===== config.mk =====
export PLATFORM = sky130hd
export DESIGN_NAME = game_display_scan
export DESIGN_NICKNAME = d
export VERILOG_FILES = /design/src/rtl/game_display_scan.sv
export SDC_FILE = /design/constraint.sdc
export NUM_CORES = 1
export LEC_CHECK = 0
export BUFFER_PORTS_ARGS = -buffer_cell sky130_fd_sc_hd__buf_2
export CAP_MARGIN = 20
export CORE_ASPECT_RATIO = 1.25
export CORE_MARGIN = 2
export CORE_UTILIZATION = 58
export DETAILED_ROUTE_END_ITERATION = 10
export PLACE_DENSITY = 0.82
export SYNTH_ARGS = -nofsm -noshare
export SYNTH_HDL_FRONTEND = slang
export SYNTH_SLANG_ARGS = --single-unit
export TNS_END_PERCENT = 20

===== constraint.sdc =====
create_clock -name clk -period 3.95 [get_ports clk]
set_clock_uncertainty 0.2 [all_clocks]
set_input_delay 0.79 -clock clk [delete_from_list [all_inputs] [get_ports clk]]
set_output_delay 0.79 -clock clk [all_outputs]
set_load 0.02 [all_outputs]

===== src/rtl/game_display_scan.sv =====
// Room display: latches a one-hot room code and scans "r<room>" or "Err" onto an N-digit common-anode 7-seg display.
// Latency: load -> registered state -> LED_out/Anode_Activate next cycle; no backpressure (load is a fire-and-forget strobe).
// Optional blink on room change is enabled with GAME_DISPLAY_BLINK_EN.
module game_display_scan #(
    parameter int NUM_DIGITS  = 4,
    parameter int NUM_ROOMS   = 9,
    parameter int REFRESH_DIV = 100000,
    parameter int BLINK_HALF  = 25000000
) (
    input  logic                  clk,
    input  logic                  rst_n,
    input  logic [NUM_ROOMS-1:0]  digit_data,
    input  logic                  load,
    output logic [NUM_DIGITS-1:0] Anode_Activate,
    output logic [6:0]            LED_out,
    output logic                  room_changed,
    output logic                  code_err
);
    localparam int RW = (REFRESH_DIV > 1) ? $clog2(REFRESH_DIV) : 1;
    localparam int SW = $clog2(NUM_DIGITS);
    localparam logic [RW-1:0] REF_MAX = RW'(REFRESH_DIV - 1);
    localparam logic [SW-1:0] SEL_MAX = SW'(NUM_DIGITS - 1);
    localparam logic [6:0] G_BLANK = 7'b1111111;
    localparam logic [6:0] G_R     = 7'b1111010;
    localparam logic [6:0] G_E     = 7'b0110000;

    if (NUM_DIGITS < 3 || NUM_DIGITS > 8 || NUM_ROOMS < 1 || NUM_ROOMS > 99 ||
        REFRESH_DIV < 1 || BLINK_HALF < 1) begin : g_param_check
        $error("game_display_scan: parameter out of range");
    end

    logic [RW-1:0] refresh_q, refresh_d;
    logic [SW-1:0] sel_q, sel_d;
    logic [6:0]    room_q, room_d;
    logic          valid_q, valid_d;
    logic          err_q, err_d;
    logic          changed_q, changed_d;

    logic [6:0] hot_idx;
    logic       one_hot;
    logic       accept;
    logic [6:0] tens, ones;
    logic [NUM_DIGITS-1:0] scan_an;

    always_comb begin
        hot_idx = '0;
        for (int i = 0; i < NUM_ROOMS; i++) begin
            if (digit_data[i]) hot_idx = 7'(i + 1);
        end
    end

    assign one_hot = ($countones(digit_data) == 1);
    assign accept  = load && one_hot;

    always_comb begin
        room_d    = accept ? hot_idx : room_q;
        valid_d   = valid_q | accept;
        err_d     = load ? !one_hot : err_q;
        changed_d = accept && (!valid_q || (hot_idx != room_q));
        // Scan free-runs; loads never touch it.
        refresh_d = (refresh_q == REF_MAX) ? '0 : refresh_q + 1'b1;
        sel_d     = sel_q;
        if (refresh_q == REF_MAX) sel_d = (sel_q == SEL_MAX) ? '0 : sel_q + 1'b1;
    end

    always_ff @(posedge clk or negedge rst_n) begin
        if (!rst_n) begin
            refresh_q <= '0;
            sel_q     <= '0;
            room_q    <= '0;
            valid_q   <= 1'b0;
            err_q     <= 1'b0;
            changed_q <= 1'b0;
        end else begin
            refresh_q <= refresh_d;
            sel_q     <= sel_d;
            room_q    <= room_d;
            valid_q   <= valid_d;
            err_q     <= err_d;
            changed_q <= changed_d;
        end
    end

    function automatic logic [6:0] glyph(input logic [6:0] v);
        case (v)
            7'd0:    glyph = 7'b0000001;
            7'd1:    glyph = 7'b1001111;
            7'd2:    glyph = 7'b0010010;
            7'd3:    glyph = 7'b0000110;
            7'd4:    glyph = 7'b1001100;
            7'd5:    glyph = 7'b0100100;
            7'd6:    glyph = 7'b0100000;
            7'd7:    glyph = 7'b0001111;
            7'd8:    glyph = 7'b0000000;
            7'd9:    glyph = 7'b0000100;
            default: glyph = G_BLANK;
        endcase
    endfunction

    assign tens = room_q / 7'd10;
    assign ones = room_q % 7'd10;

    always_comb begin
        LED_out = G_BLANK;
        if (err_q) begin
            if (sel_q == SEL_MAX) LED_out = G_E;
            else if (sel_q == SW'(NUM_DIGITS - 2) || sel_q == SW'(NUM_DIGITS - 3)) LED_out = G_R;
        end else if (valid_q) begin
            if (sel_q == SEL_MAX) LED_out = G_R;
            else if (sel_q == SW'(1)) LED_out = (tens == 7'd0) ? G_BLANK : glyph(tens);
            else if (sel_q == SW'(0)) LED_out = glyph(ones);
        end
    end

    assign scan_an = ~(NUM_DIGITS'(1) << sel_q);

`ifdef GAME_DISPLAY_BLINK_EN
    localparam int BLINK_TOP = 6 * BLINK_HALF;
    localparam int BW = $clog2(BLINK_TOP + 1);
    logic [BW-1:0] blink_q, blink_d, blink_m1, blink_ph;
    logic          blink_off;

    always_comb begin
        blink_d = blink_q;
        if (changed_d) blink_d = BW'(BLINK_TOP);
        else if (blink_q != '0) blink_d = blink_q - 1'b1;
    end

    always_ff @(posedge clk or negedge rst_n) begin
        if (!rst_n) blink_q <= '0;
        else        blink_q <= blink_d;
    end

    // Odd half-periods (counting down from the end of the blink) blank the whole display.
    assign blink_m1  = blink_q - 1'b1;
    assign blink_ph  = blink_m1 / BW'(BLINK_HALF);
    assign blink_off = (blink_q != '0) && blink_ph[0];
    assign Anode_Activate = blink_off ? '1 : scan_an;
`else
    assign Anode_Activate = scan_an;
`endif

    assign room_changed = changed_q;
    assign code_err     = err_q;
endmodule


==> qor.log <==
qor: power_and_ir_drop.static_leakage 1.08 nW
qor: clock_network.cts_max_path_buffers 2
qor: sta.max_slew.worst_pin.slew 0.640 ns
qor: global_route.maximum_number_of_pins_on_one_net_before_global_route_repair 27
qor: sta.timing.max_slew.rel_slack 56.9%
qor: drt.drt-wirelength-per-cell 13.2 µm
qor: floorplanning.start_util 61.6%
qor: floorplanning.floorplan.io_pins 25
qor: layout.final_net_count 291
qor: clock_network.htree_num_levels 1
qor: yosys.synth_enable_flop_cells 0
qor: power_and_ir_drop.power.net_switching 533 µW
qor: yosys.yosysWarnings 0
qor: floorplanning.fp.coreArea 0.00328 mm²
qor: drt.drt_iter0_markers 54
qor: yosys.synth_most_common_cell sky130_fd_sc_hd__inv_1
qor: sta.post-route-period-util 97.5%
qor: power_and_ir_drop.power_report.internal_total 709 µW
qor: drt.detail_route.first_pass.iterations 4
qor: placement.number_of_i_o_port_buffers 24
qor: placement.pre_cts_ws -0.232 ns
qor: global_route.grt_antenna_before_repair 0
qor: clock_network.clock_sink_count 26
qor: yosys.post_synth_inst_count 221
qor: power_and_ir_drop.pwr-share-comb 59.9%
qor: sta.hold_viol 0
qor: yosys.unique_cell_type_count_in_the_yosys_netlist 48
qor: floorplanning.dieHeight 70.0 µm
qor: yosys.syn-mean-instance-area 9.14 µm²
qor: drt.drt_drc_violations_left 0
qor: sta.clock.fmax 0.260 GHz
qor: drt.ant_nets 0
qor: setup_path.worstSetupEndpointType flop
qor: placement.place_congestion 0.908
qor: setup_path.crit_type primary input to flop
qor: placement.hpwl 3030 µm
qor: run_status.run_status finished clean
qor: job.max_cap_violations 0
qor: yosys.synth_top_cells_by_area sky130_fd_sc_hd__dfrtp_1 (32%), sky130_fd_sc_hd__ha_1 (11%), sky130_fd_sc_hd__inv_1 (5.8%), sky130_fd_sc_hd__fa_1 (5.0%), sky130_fd_sc_hd__xnor2_1 (4.8%)
qor: global_route.globalRouteTotalUtil 21.5%
qor: setup_path.worst-path-max-fanout 5
qor: layout.finish.utilization 70.5%
qor: yosys.dominantRegCellSynth sky130_fd_sc_hd__dfrtp_1
qor: setup_path.cp-start-kind primary input
qor: drt.drt_wl_total 3860 µm
qor: yosys.post-synth-top-area-fraction 32.2%
qor: sta.final.setup.worst_slack 0.0998 ns
qor: clock_network.tritoncts_buffer_count 3
qor: yosys.yosysSeqAreaShare 32.2%
qor: sta.final_max_slew_viol_count 0
qor: sta.holdWs 0.286 ns
qor: setup_path.worstPathArrival 3.79 ns
qor: yosys.synth.largest_area_cell sky130_fd_sc_hd__dfrtp_1
qor: drt.detail_route.vias_per_cell 5.56
qor: global_route.globalRouteOverflowTotal 0
qor: power_and_ir_drop.peakVddDrop 463 µV
qor: placement.placedInstanceArea 0.00223 mm²
qor: clock_network.clockRootBuffer sky130_fd_sc_hd__clkbuf_8
qor: layout.drive_gt1_share 23.1%
qor: clock_network.cts_tree yes
qor: power_and_ir_drop.switching_share 42.9%
qor: sta.min_clock_period_post_route 3.85 ns
qor: power_and_ir_drop.power-per-cell-area 537 mW/mm²
qor: floorplanning.die_area 0.00398 mm²
qor: clock_network.clk_latency 0.26 ns
qor: global_route.grt_pass1_vias 1582
qor: layout.final_cells 292
qor: yosys.leading_cell_types_by_count_after_synthesis sky130_fd_sc_hd__inv_1 (31), sky130_fd_sc_hd__dfrtp_1 (26), sky130_fd_sc_hd__nor2_1 (23), sky130_fd_sc_hd__ha_1 (18), sky130_fd_sc_hd__nand2_1 (12)
qor: global_route.grt_pass1_wl 6930 µm
qor: placement.placed_cells 288
qor: min_path.hp-class flop to flop
qor: yosys.postSynthRegisterBits 26
qor: yosys.syn-num-nets 256
qor: sta.rsz_0062_raised_after_global_routing true
qor: power_and_ir_drop.pwr-share-seq 26.8%
qor: layout.insertedDiodeCount 0
qor: floorplanning.die_w 56.8 µm
qor: sta.setup_violations 0
qor: drt.via_count 1624
qor: power_and_ir_drop.clock_power_share 13.3%
qor: setup_path.critPathRequiredTime 3.89 ns
qor: layout.synthesis_to_finish_area_growth 14.4%
qor: layout.stdcell_area 0.00231 mm²
qor: yosys.netlist_area 0.00202 mm²
qor: clock_network.worst_setup_hold_path_clk_slew 0.08 ns
qor: yosys.synth_async_sr_flop_share 100%
qor: floorplanning.placement_rows 23
-- layer usage --
layer  vias to the layer above  part of all wire (%)  global-route usage, %
met1                       786                    46                   27.9
met5                         -                     0                      0
li1                        814                     -                      -
met2                        22                    51                   37.3
met4                         0                  0.49                   4.39
met3                         2                   2.6                   3.89
-- sequential cells by signal, summed over array words and instances, names as in the netlist --
register	count
room_changed	1
sel_q	2
room_q	4
refresh_q	17
code_err	1
valid_q	1
-- cell type report --
class	count	area (µm²)
multi-input cells	161	1260
fillers	261	968
repair buffers	33	188
flip-flops and latches	26	651
clock buffers	4	55.1
well taps	37	46.3
inverters	31	116
-- path summary, 6_finish.rpt --
check,startpoint,end,slack (ns),depth (start not counted)
max,digit_data[0],room_q[3],0.1,15
min,valid_q,room_changed,0.29,1
max reg2reg,refresh_q[12],sel_q[1],1.89,5
min reg2reg,valid_q,room_changed,0.29,1
max in group asynchronous,rst_n,room_changed,2.88,1
min in group asynchronous,rst_n,refresh_q[13],0.31,1
-- what timing repair did --
action | 4_1_cts | 5_1_grt
endpoints found under the setup margin | 0 | 8
buffers inserted | 0 | 0
hold buffers | 0 | 0
resized for setup | 0 | 9
endpoints found under the hold margin | 0 | 0
-- cell usage in the layout, fill, tap and decap left out, drive strengths merged, types with 2 or more instances in the layout --
cell,netlist,layout
buf,3,33
inv,31,31
dfrtp,26,26
nor2,23,23
ha,18,18
o21ai,14,14
nand2,12,12
xnor2,11,11
nand3,10,10
xor2,7,7
a21oi,6,6
nor2b,5,5
fa,5,5
nand4,4,4
clkbuf,0,4
a31oi,4,4
nand2b,3,3
mux2i,3,3
and3,3,3
mux2,3,3
nor4,3,3
or2,3,3
nor3b,2,2
o31ai,2,2
o211ai,2,2
a32o,2,2
nor3,2,2
-- metrics by stage --
step                total power [mW]  TNS [ns]
finish                          1.24         0
global route                    1.37   -0.0508
CTS                             1.22         0
detailed placement              1.05     -1.07
global placement                1.04    -0.567
floorplan                      0.881         0
-- worst max-delay path: stages --
cell	delay, ns
sky130_fd_sc_hd__buf_2	0.09
sky130_fd_sc_hd__inv_1	0.05
sky130_fd_sc_hd__fa_1	0.55
sky130_fd_sc_hd__fa_1	0.43
sky130_fd_sc_hd__fa_1	0.45
sky130_fd_sc_hd__inv_2	0.07
sky130_fd_sc_hd__fa_2	0.19
sky130_fd_sc_hd__inv_1	0.05
sky130_fd_sc_hd__fa_1	0.37
sky130_fd_sc_hd__nor2b_1	0.15
sky130_fd_sc_hd__a31oi_2	0.23
sky130_fd_sc_hd__nor2_4	0.08
sky130_fd_sc_hd__buf_4	0.14
sky130_fd_sc_hd__nor2_1	0.09
sky130_fd_sc_hd__a21oi_1	0.06
-- logic make-up after synthesis --
logic type	Yosys count	synth area share, %
buffers and inverters	34	7.12
adder cells (fa/ha/maj)	23	16.1
multiplexers	6	3.34
XOR/XNOR	18	7.80
AND/OR/NAND/NOR	76	20.1
AO/OA/AOI/OAI	38	13.4
flip-flops	26	32.2
-- power groups by stage --
stage                     logic, mW  clock network [mW]  registers, mW
final                         0.744               0.165          0.333
after global routing          0.850               0.182          0.337
after CTS                     0.720               0.170          0.332
after detailed placement      0.713                   0          0.338
after global placement        0.702                   0          0.335
after floorplan               0.546                   0          0.335
(Power assumes the default switching activity.)
